### src/rtl/sys_bus_pkg.sv
// Shared definitions for the system bus: FSM state encoding, default error
// read word, and the request/response bundles used by bus-side wrappers.
package sys_bus_pkg;

    // Read word returned to the master when an access times out.
    localparam logic [31:0] SYS_BUS_ERR_DATA = 32'hDEAD_BEEF;

    // Transaction tracker states.
    typedef enum logic [0:0] {
        BUS_IDLE = 1'b0,
        BUS_WAIT = 1'b1
    } bus_state_e;

    // Plain constants for the state register.
    localparam logic [0:0] ST_IDLE = 1'b0;
    localparam logic [0:0] ST_WAIT = 1'b1;

    // Master-to-slave request bundle.
    typedef struct packed {
        logic [31:0] addr;
        logic [31:0] wdata;
        logic        wen;
        logic        ren;
    } sys_bus_req_t;

    // Slave-to-master response bundle.
    typedef struct packed {
        logic [31:0] rdata;
        logic        err;
        logic        ack;
    } sys_bus_rsp_t;

    // True when the request carries a read or write strobe.
    function automatic logic req_strobe(input sys_bus_req_t req);
        return req.wen | req.ren;
    endfunction

endpackage

### src/rtl/sys_bus_timeout.sv
// Bus watchdog between the bus master and the interconnect. Requests pass
// straight through; one outstanding transaction is tracked and, if no slave
// acknowledges within TIMEOUT cycles, the block completes it itself with an
// error and a marker read word. Sticky diagnostics record how many timeouts
// occurred and the address of the latest one.
module sys_bus_timeout
    import sys_bus_pkg::*;
#(
    parameter int unsigned TIMEOUT  = 256,
    parameter int unsigned TW       = 16,
    parameter logic [31:0] ERR_DATA = SYS_BUS_ERR_DATA
) (
    input  logic          clk,
    input  logic          rstn,
    input  logic [31:0]   m_addr,
    input  logic [31:0]   m_wdata,
    input  logic          m_wen,
    input  logic          m_ren,
    output logic [31:0]   m_rdata,
    output logic          m_err,
    output logic          m_ack,
    output logic [31:0]   s_addr,
    output logic [31:0]   s_wdata,
    output logic          s_wen,
    output logic          s_ren,
    input  logic [31:0]   s_rdata,
    input  logic          s_err,
    input  logic          s_ack,
    output logic          busy,
    output logic [TW-1:0] to_cnt,
    output logic [31:0]   to_addr
);

    // Wide enough to hold TIMEOUT-1 without ever wrapping.
    localparam int unsigned     CW       = $clog2(TIMEOUT) + 1;
    localparam logic [CW-1:0]   CNT_LAST = CW'(TIMEOUT - 1);

    sys_bus_req_t  req_s;
    sys_bus_rsp_t  rsp_s;
    logic          strobe_s;
    logic          fwd_ack_s;
    logic [CW-1:0] cnt_inc_s;

    logic [0:0]    state_q,   state_d;
    logic [CW-1:0] cnt_q,     cnt_d;
    logic [31:0]   addr_q,    addr_d;
    logic          force_q,   force_d;
    logic [TW-1:0] to_cnt_q,  to_cnt_d;
    logic [31:0]   to_addr_q, to_addr_d;

    assign req_s    = '{addr: m_addr, wdata: m_wdata, wen: m_wen, ren: m_ren};
    assign strobe_s = req_strobe(req_s);

    // Next-state logic: strobe forwarding, ack forwarding and timeout detection.
    always_comb begin
        state_d   = state_q;
        cnt_d     = cnt_q;
        addr_d    = addr_q;
        force_d   = 1'b0;
        to_cnt_d  = to_cnt_q;
        to_addr_d = to_addr_q;
        s_wen     = 1'b0;
        s_ren     = 1'b0;
        fwd_ack_s = 1'b0;
        cnt_inc_s = cnt_q + CW'(1);
        case (state_q)
            ST_IDLE: begin
                s_wen = req_s.wen;
                s_ren = req_s.ren;
                if (strobe_s) begin
                    if (s_ack) begin
                        fwd_ack_s = 1'b1;
                    end else begin
                        addr_d  = req_s.addr;
                        cnt_d   = '0;
                        state_d = ST_WAIT;
                    end
                end else begin
                    // A stray ack with no strobe is dropped.
                    fwd_ack_s = 1'b0;
                end
            end
            ST_WAIT: begin
                // New strobes here are protocol violations and are not forwarded.
                if (s_ack) begin
                    // Slave ack wins even in the cycle the timeout would fire.
                    fwd_ack_s = 1'b1;
                    cnt_d     = '0;
                    state_d   = ST_IDLE;
                end else if (cnt_inc_s == CNT_LAST) begin
                    force_d   = 1'b1;
                    cnt_d     = '0;
                    to_cnt_d  = (&to_cnt_q) ? to_cnt_q : to_cnt_q + TW'(1);
                    to_addr_d = addr_q;
                    state_d   = ST_IDLE;
                end else begin
                    cnt_d = cnt_inc_s;
                end
            end
            default: begin
                cnt_d   = '0;
                state_d = ST_IDLE;
            end
        endcase
    end

    // State, counter, latched address, forced-ack and diagnostic registers.
    always_ff @(posedge clk or negedge rstn) begin
        if (!rstn) begin
            state_q   <= ST_IDLE;
            cnt_q     <= '0;
            addr_q    <= 32'h0000_0000;
            force_q   <= 1'b0;
            to_cnt_q  <= '0;
            to_addr_q <= 32'h0000_0000;
        end else begin
            state_q   <= state_d;
            cnt_q     <= cnt_d;
            addr_q    <= addr_d;
            force_q   <= force_d;
            to_cnt_q  <= to_cnt_d;
            to_addr_q <= to_addr_d;
        end
    end

    // Response to the master: forced error completion takes priority over a
    // forwarded slave response; everything reads zero when no ack is given.
    always_comb begin
        rsp_s = '0;
        if (force_q) begin
            rsp_s.ack   = 1'b1;
            rsp_s.err   = 1'b1;
            rsp_s.rdata = ERR_DATA;
        end else if (fwd_ack_s) begin
            rsp_s.ack   = 1'b1;
            rsp_s.err   = s_err;
            rsp_s.rdata = s_rdata;
        end else begin
            rsp_s = '0;
        end
    end

    assign m_ack   = rsp_s.ack;
    assign m_err   = rsp_s.err;
    assign m_rdata = rsp_s.rdata;
    assign s_addr  = req_s.addr;
    assign s_wdata = req_s.wdata;
    assign busy    = (state_q == ST_WAIT);
    assign to_cnt  = to_cnt_q;
    assign to_addr = to_addr_q;

endmodule
### config.mk
export PLATFORM = sky130hd
export DESIGN_NAME = sys_bus_timeout
export DESIGN_NICKNAME = d
export VERILOG_FILES = /design/src/rtl/sys_bus_pkg.sv /design/src/rtl/sys_bus_timeout.sv
export SDC_FILE = /design/constraint.sdc
export NUM_CORES = 1
export LEC_CHECK = 0
export BUFFER_PORTS_ARGS = -buffer_cell sky130_fd_sc_hd__buf_4
export CAP_MARGIN = 10
export CORE_AREA = 2 2 101 103
export DETAILED_ROUTE_END_ITERATION = 8
export DIE_AREA = 0 0 103 105
export MAX_ROUTING_LAYER = met4
export PLACE_DENSITY_LB_ADDON = 0.05
export SLEW_MARGIN = 20
export SYNTH_ARGS = -nofsm -noshare
export SYNTH_HDL_FRONTEND = slang
export SYNTH_SLANG_ARGS = --single-unit
### constraint.sdc
create_clock -name clk -period 6.2 [get_ports clk]
set_input_delay 0.31 -clock clk [delete_from_list [all_inputs] [get_ports clk]]
set_output_delay 0.31 -clock clk [all_outputs]
set_load 0.02 [all_outputs]
### Word-level counts from Yosys, hierarchy flattened

Index checks and enable logic that the tools add are counted.
Widths: inputs -> output; s select.

| word-level totals | value |
|---|---|
| bits in registers | 91 |
| input port bits | 102 |
| output and inout bits | 149 |

| cells by class | value |
|---|---|
| $add $sub $neg | 2 |
| equality and inequality tests | 3 |
| mux-type cells | 20 |
| bitwise operators | 4 |
| reduce and logical (&&, ||, !) cells | 5 |

Operators by type and width:

| operator | number |
|---|---|
| $mux 34 | 2 |
| $mux 9 | 4 |
| $pmux 9 s2 | 1 |
| $add 16x1->16 const B | 1 |
| $reduce_and 16->1 | 1 |
| $mux 1 | 11 |
| $add 9x1->9 const B | 1 |
| $eq 9x8->1 const B | 1 |
| $reduce_and 3->1 | 2 |
| $ne 2x2->1 const B | 2 |
| $pmux 1 s2 | 2 |
| $reduce_and 4->1 | 1 |
| $not 1->1 | 3 |
| $reduce_and 2->1 | 1 |
| $or 1x1->1 | 1 |

### Logic depth before layout (Yosys ltp)

Gate-level depths: netlist of the first run.

| logic depth | value |
|---|---|
| word-level depth | 5 |
| gate-level depth with buffers | 9 |
| gate-level depth less buffers | 8 |

### Worst setup path after synthesis of the first run

OpenSTA, ideal clock, no wires.

| path | value |
|---|---|
| path type | register to register |
| from | reg cnt_q[0] |
| to | reg to_cnt_q[1] (netlist: to_cnt[1]) |
| setup time | 0.125 ns |
| arrival | 2.172 ns |
| required time | 6.075 ns |
| path slack | 3.903 ns |
| cell stages (with the launch flop) | 8 |
| buffers on the path | 1 |
| clock period less this slack | 2.297 ns |
| path through | dfrtp_1 ha_1 a21oi_1 nor3_1 o32a_1 or4_1 buf_6 mux2_2 |

| on the way | value |
|---|---|
| word-level cells in the longest chain between the ends | 3 |

Ends and longest elaborated chain:

| item | RTL line | RTL |
|---|---|---|
| from (decl) | sys_bus_timeout.sv:45 | `logic [CW-1:0] cnt_q, cnt_d;` |
| from (signal assigned) | sys_bus_timeout.sv:118 | `cnt_q <= cnt_d;` |
| $add 9x1->9 | sys_bus_timeout.sv:65 | `cnt_inc_s = cnt_q + CW'(1);` |
| $eq 9x8->1 | sys_bus_timeout.sv:90 | `end else if (cnt_inc_s == CNT_LAST) begin` |
| $reduce_and 4->1 (no source line) | n/a |  |
| to (signal assigned) | sys_bus_timeout.sv:121 | `to_cnt_q <= to_cnt_d;` |
| to (decl) | sys_bus_timeout.sv:48 | `logic [TW-1:0] to_cnt_q, to_cnt_d;` |

Every way passes these cells.
A chain may end at the register's enable or synchronous reset.

### Final worst setup path of the first run

| path | value |
|---|---|
| from | reg cnt_q[0] |
| to | reg to_cnt_q[14] (netlist: to_cnt[14]) |

The elaborated chain is that of the path after synthesis.

==> results of run 1 <==
[cells in the mapped netlist (all sizes together)]
library cell  number  share of area (%)
a21o              25                4.0
o32ai              1               0.19
or2                1               0.13
and2b              2               0.35
a41oi              1               0.19
and2               8                1.1
a21oi              2               0.22
and3               2               0.32
nor4               3               0.40
o31a               2               0.38
clkbuf            11               0.91
ha                 3               0.81
xor2              13                2.4
a21bo              1               0.22
nor3              10                1.4
a211o              2               0.38
o22ai              2               0.27
nor2b              3               0.40
nor2              17                1.4
a41o               1               0.22
nand2             20                1.6
nand3             14                1.6
nand2b             3               0.40
or2b               1               0.19
mux2              66                 16
or4                1               0.16
inv                3               0.24
o21ai              6               0.65
dfrtp             91                 49
o2bb2ai            1               0.19
o32a               1               0.22
mux2i              1               0.22
o31ai              2               0.32
buf               71                 11
o41ai              1               0.19
nand4              3               0.40
o22a               1               0.19
o211ai             1               0.16
xnor2              3               0.57
or3                1               0.13
and4               2               0.38
[final cells by class]
| cell class | instances | area [um^2] |
|---|---|---|
| fill | 819 | 3750 |
| sequential | 91 | 2280 |
| multi-input combinational | 227 | 1790 |
| timing repair buffer | 190 | 1430 |
| tap | 133 | 166 |
| clock buffer | 10 | 138 |
| clock inverter | 6 | 70.1 |
| inverter | 3 | 11.3 |
[through the flow]
step	instance area, um^2	hold WS [ns]	setup WS, ns	cells	total power [mW]
finish	5890	0.193	3.47	660	1.32
detailed placement	5670	0.289	3.51	643	0.915
global route	5890	0.165	3.29	660	1.39
CTS	5890	0.172	3.46	660	1.33
global placement	5660	0.285	3.26	643	0.906
floorplan	4650	0.0144	3.90	403	0.849
[worst max-delay path, delay by kind of cell, from the launching register on]
kind / cells / cell delay (ns)
AOI/OAI and AO/OA: 1 / 0.22
xor gates and xnor gates: 2 / 0.39
adders and majority gates: 1 / 0.35
DFF: 1 / 0.48
and+or+nand+nor: 3 / 1.20
[registers in the layout, indices dropped and copies added, names as in the netlist]
name and flops:
addr_q 32, busy 1, cnt_q 9, force_q 1, to_addr 32, to_cnt 16
[cells in the final DEF, fill, tap and decap left out, types with 3 or more instances in the layout]
cell / count
buf_4: 189
dfrtp_1: 91
mux2_2: 66
a21o_1: 25
nand2_1: 20
nor2_1: 17
nand3_1: 13
xor2_1: 13
clkbuf_8: 10
and2_1: 8
nor3_1: 6
o21ai_0: 6
nor3_2: 4
inv_1: 3
nor2b_1: 3
nand2b_1: 3
nor4_1: 3
nand4_1: 3
xnor2_1: 3
ha_1: 3
inv_6: 3
[power by group through the flow]
stage	logic [mW]	clock network (mW)	registers, mW
floorplan	0.169	0	0.680
global placement	0.221	0	0.684
detailed placement	0.226	0	0.689
CTS	0.227	0.431	0.677
global route	0.243	0.459	0.685
finish	0.223	0.417	0.676
[routing by layer]
layer	share of wire [%]	global-route usage, %	vias to the layer above	routed length (um)
met2	51	30.2	125	5120
li1	-	-	1575	-
met5	0	-	-	0
met4	1.2	5.17	0	123
met1	41	23.7	1571	4120
met3	7.0	5.42	15	707
[cell families (layout without fill, tap and decap cells)]
group                      count (synthesis)  count (layout)
xor gates and xnor gates                  16              16
AOI/OAI and AO/OA                         50              50
and+or+nand+nor                           91              91
adders and majority gates                  3               3
DFF                                       91              91
muxes                                     67              67
buffers and inverters                     85             209
[worst max path at each step]
| stage | slack, ns | start | to |
|---|---|---|---|
| floorplan | 3.90 | cnt_q[0]$_DFFE_PN0P_ | to_cnt[1]$_DFFE_PN0P_ |
| global placement | 3.26 | cnt_q[0]$_DFFE_PN0P_ | cnt_q[2]$_DFFE_PN0P_ |
| detailed placement | 3.51 | cnt_q[0]$_DFFE_PN0P_ | to_cnt[10]$_DFFE_PN0P_ |
| CTS | 3.46 | busy$_DFF_PN0_ | m_rdata[29] |
| global route | 3.29 | busy$_DFF_PN0_ | m_rdata[24] |
| finish | 3.47 | cnt_q[0]$_DFFE_PN0P_ | to_cnt[14]$_DFFE_PN0P_ |
[repair_timing]
action	CTS	global route
setup buffers	0	0
gates resized for setup	0	0
hold buffers	1	0
hold endpoints to repair	34	0
==> key figures, run 1 <==
Run status
  • Status: finished, final reports clean

Pwr
  • Pint: 0.968 mW
  • Sw Share: 26.4%
  • Max rail drop VDD: 145 uV
  • Combinational power share: 17.0%
  • Pwr/cell area: 224 nW/um^2
  • Sequential share of power: 51.4%
  • Clock share of power: 31.7%
  • Sw power: 0.348 mW
  • Pleak: 3.15 nW

Worst setup path
  • Crit-path cells: ha_1 > nand4_1 > xor2_1 > o22a_1 > or4_1 > nor3_2 > xor2_1
  • Startpoint type of the worst setup path: flop
  • Crit path max fanout: 10
  • Worst r2r src: cnt_q[0]$_DFFE_PN0P_
  • CP Data Arrival Time: 3.00 ns
  • Slowest CP cell: or4_1
  • Crit-path most repeated cell: xor2_1
  • Crit Reg-Reg Endpoint: to_cnt[14]$_DFFE_PN0P_
  • WS Path Type: reg -> reg
  • FF-to-FF setup slack: 3.47 ns
  • Worst r2r path cells: 7
  • Worst Setup End Kind: flop
  • CP required: 6.47 ns
  • Max incr delay on CP: 0.73 ns

Logic synthesis
  • Syn_area_per_cell: 11.5 um^2
  • Synth warnings: 0
  • Synthesized instance count: 403
  • Synthesized flop and latch total: 91
  • Post-Synth Adder-Cell Area: 0.807%
  • Post-synth cell types: 47
  • Compound-Gate Fraction of Synth Area: 7.99%
  • Simple logic cell fraction of the synthesized area: 10.4%
  • Sequential element share of the synthesized area: 49.0%
  • Synthesized Nets: 508
  • Post-Synth XOR/XNOR Area: 3.01%
  • Mapped cell area: 4650 um^2
  • Main combinational cell family by area after synthesis: multiplexers
  • Portion of netlist area occupied by mux cells: 16.2%

Routing
  • Final WL: 10.1 mm
  • DR vias: 3,286
  • Drt drc: 0
  • First DRT Iteration DRCs: 143
  • Avg WL per Cell: 15.2 um
  • DR pass1 iterations: 6
  • Via density: 4.98
  • Detail Route Antenna Nets: 0

Clock tree
  • CTS HTree Levels: 3
  • CTS buffer count: 9
  • Deepest clock path buffer count: 2
  • CTS sink cnt: 91
  • Clk slew on worst S/H paths: 0.09 ns
  • CTS tree: done
  • Clock Latency Late Sink: 0.35 ns
  • Clock root cell: clkbuf_8

Global routing
  • Total GRT Usage: 19.0%
  • Pin count of the biggest net entering global routing: 58
  • Vias in the first global route: 3,179
  • Gr ovfl total: 0
  • First-pass GRT wire length: 15.8 mm
  • Initial antenna violation count: 0

Min path
  • Min-Delay Endpoint: addr_q[30]$_DFFE_PN0P_
  • Min-delay worst type: in -> reg
  • Hold_sp: m_addr[30]
  • Worst hold path stage count: 2

Job
  • Maxcap violations: 0

Placement
  • Detailed Place HPWL: 7.37 mm
  • Buffers on Ports: 186
  • GP Congestion: 0.897

Final layout
  • Final core occ: 61.1%
  • Diode count: 0
  • NumNets Final: 627
  • Synth-to-layout area growth: 26.6%
  • Layout cells sized above 1: 53.7%

STA
  • Clk_skew: 0.00875 ns
  • Final number of hold-violating endpoints: 0
  • Tmin final: 2.73 ns
  • Final setup viols: 0
  • Fmax: 366 MHz
  • Setup TNS: 0 ns
  • Final Cycle Share: 44.1%
  • Pin slew with the least headroom to its limit: 0.914 ns
  • Final Max Tran Viols: 0
  • Slew Limit Headroom: 39.0%
  • RSZ-0062 raised after global routing: false

Floorplanning
  • Die Y: 105 um
  • Num rows: 36
  • Die footprint: 10,800 um^2
  • Initial core utilization: 48.2%
  • Ports: 251
  • CORE AREA: 9640 um^2
  • Die width: 103 um
No activity file was read; power rests on OpenSTA's default activity.
==> run 2: changes to the inputs <==
ABC_AREA = 1   (was not set)
CORE_AREA = 2 2 107 109   (was 2 2 101 103)
DIE_AREA = 0 0 109 111   (was 0 0 103 105)
clock period = 2.74 ns   (was 6.2 ns; I/O delays follow)
==> key figures, run 2 <==
Run status
  • Status: finished, final reports clean

Routing
  • DR vias: 4,055
  • Via density: 4.78
  • Detail Route Antenna Nets: 0
  • Final WL: 11.6 mm
  • Avg WL per Cell: 13.7 um
  • DR pass1 iterations: 5
  • Drt drc: 0
  • First DRT Iteration DRCs: 151

STA
  • Final number of hold-violating endpoints: 0
  • Final Max Tran Viols: 0
  • Clk_skew: 0.0104 ns
  • Pin slew with the least headroom to its limit: 0.898 ns
  • Slew Limit Headroom: 40.0%
  • Final Cycle Share: 82.9%
  • Tmin final: 2.27 ns
  • Setup TNS: 0 ns
  • Final setup viols: 0
  • Fmax: 440 MHz
  • RSZ-0062 raised after global routing: false

Placement
  • Detailed Place HPWL: 8.55 mm
  • GP Congestion: 0.863
  • Buffers on Ports: 186

Clock tree
  • Deepest clock path buffer count: 2
  • Clock Latency Late Sink: 0.35 ns
  • CTS HTree Levels: 3
  • Clk slew on worst S/H paths: 0.07 ns
  • CTS tree: done
  • CTS buffer count: 9
  • Postcts setup bufs: 0
  • CTS sink cnt: 91
  • Clock root cell: clkbuf_16

Floorplanning
  • Die footprint: 12,100 um^2
  • Die Y: 111 um
  • CORE AREA: 11,100 um^2
  • Ports: 251
  • Num rows: 39
  • Die width: 109 um
  • Initial core utilization: 44.1%

Global routing
  • Vias in the first global route: 3,777
  • Pin count of the biggest net entering global routing: 56
  • First-pass GRT wire length: 18.5 mm
  • Total GRT Usage: 20.0%
  • Initial antenna violation count: 0
  • Gr ovfl total: 0

Pwr
  • Pwr/cell area: 533 nW/um^2
  • Pint: 2.45 mW
  • Clock share of power: 38.5%
  • Combinational power share: 15.8%
  • Sequential share of power: 45.7%
  • Sw Share: 26.6%
  • Sw power: 0.887 mW
  • Pleak: 3.48 nW
  • Max rail drop VDD: 379 uV

Logic synthesis
  • Synthesized Nets: 680
  • Synth Flop Type: dfrtp_1
  • Post-synth top area cell: dfrtp_1
  • Main combinational cell family by area after synthesis: simple AND/OR/NAND/NOR gates
  • Area contributors post-synth: dfrtp_1 47%, nand2_1 17%, buf_4 10%, mux2_2 7.2%, nand4_1 2.4%
  • Synth top area share: 46.6%
  • Number of synthesized flops with an enable pin: 0
  • Sequential element share of the synthesized area: 46.6%
  • Synth warnings: 0
  • Syn_area_per_cell: 8.49 um^2
  • Synthesized flop and latch total: 91
  • Simple logic cell fraction of the synthesized area: 26.5%
  • Compound-Gate Fraction of Synth Area: 2.08%
  • Portion of netlist area occupied by mux cells: 7.15%
  • Ys async rst share: 100%
  • Post-Synth XOR/XNOR Area: 1.97%
  • Post-synth cell types: 34
  • Top post-synthesis cells by count: 218 x nand2_1, 91 x dfrtp_1, 65 x buf_4, 31 x inv_1, 31 x mux2_2
  • Synthesized instance count: 575
  • Most frequent cell after synthesis: nand2_1
  • Post-Synth Adder-Cell Area: 0.769%
  • Mapped cell area: 4880 um^2

Worst setup path
  • Crit path max fanout: 34
  • Startpoint type of the worst setup path: flop
  • CP Data Arrival Time: 2.56 ns
  • Worst Setup End Kind: flop
  • WS Path Type: reg -> reg
  • CP required: 3.03 ns

Job
  • Maxcap violations: 0

Final layout
  • Layout cells sized above 1: 36.9%
  • Area of the multi-input gates: 1890 um^2
  • Final core occ: 56.5%
  • Synth-to-layout area growth: 28.2%
  • Most common cell after layout, fill and taps aside: nand2_1
  • Most frequent cells in the layout: 218 x nand2_1, 195 x buf_4, 91 x dfrtp_1
  • NumNets Final: 805
  • Diode count: 0
  • Filler cells: 1,006
  • Reg area: 2280 um^2

Min path
  • Min-delay worst type: in -> reg
==> run 2: worst paths after layout <==
path / startpoint / slack [ns] / endpoint / cells after the start
max: cnt_q[0]$_DFFE_PN0P_ / 0.47 / to_addr[13]$_DFFE_PN0P_ / 12
min: m_addr[11] / 0.02 / addr_q[11]$_DFFE_PN0P_ / 2
max reg2reg: cnt_q[0]$_DFFE_PN0P_ / 0.47 / to_addr[13]$_DFFE_PN0P_ / 12
min reg2reg: addr_q[1]$_DFFE_PN0P_ / 0.47 / to_addr[1]$_DFFE_PN0P_ / 2
max in group asynchronous: rstn / 1.59 / to_cnt[10]$_DFFE_PN0P_ / 3
min in group asynchronous: rstn / 0.37 / to_cnt[6]$_DFFE_PN0P_ / 2
==> run 2: area by class of cell <==
type / instances / share of cell area (%)
Sequential cell: 91 / 36.4
Tap cell: 143 / 2.86
Clock buffer: 9 / 3.60
Timing Repair Buffer: 196 / 23.6
Clock inverter: 7 / 1.28
Multi-Input combinational cell: 367 / 30.1
Inverter: 35 / 2.18
==> run 2: kinds of logic after synthesis <==
group           count (synthesis)
buf+inv                       117
mux                            31
fa+ha+maj                       3
compound gates                 17
flops                          91
simple gates                  305
xor+xnor                       11
==> run 2: critical path, cell delays in order, from the launching register on <==
cell and delay (ns):
dfrtp_1 0.42, ha_1 0.23, nand2_2 0.11, inv_2 0.06, nor2_1 0.15, nand3_1 0.11
nor2_1 0.11, nand2_1 0.13, nor2_8 0.19, nand2_4 0.24, clkinv_4 0.29, nand2_1 0.10
nand2_1 0.07
==> run 2: power by group through the flow <==
stage | clock [mW] | combinational (mW) | sequential [mW]
finish | 1.28 | 0.527 | 1.52
global route | 1.38 | 0.575 | 1.54
CTS | 1.31 | 0.536 | 1.53
detailed placement | 0 | 0.534 | 1.55
global placement | 0 | 0.523 | 1.55
floorplan | 0 | 0.382 | 1.54
==> run 2: repair_timing <==
action / CTS / global route
endpoints found under the hold margin: 53 / 0
gates resized for setup: 0 / 0
hold buffers: 1 / 0
==> run 2: layer usage <==
layer  up-vias  global-route usage [%]  routed length (um)
li1       2001                       -                   -
met1      1884                    25.6                4990
met2       139                    30.6                5600
met3        31                    4.64                 773
met4         0                    8.12                 242
met5         -                       -                   0
==> run 2: through the flow <==
step / cell area [um^2] / hold slack, ns / total power, mW / cells / setup slack (ns)
2_1_floorplan: 4880 / -0.159 / 1.92 / 575 / 0.890
3_3_place_gp: 5940 / 0.231 / 2.07 / 831 / 0.548
3_5_place_dp: 5940 / 0.239 / 2.09 / 831 / 0.450
4_1_cts: 6260 / 0.0200 / 3.37 / 848 / 0.433
5_1_grt: 6260 / 0.0180 / 3.49 / 848 / 0.225
6_report: 6260 / 0.0222 / 3.33 / 848 / 0.468
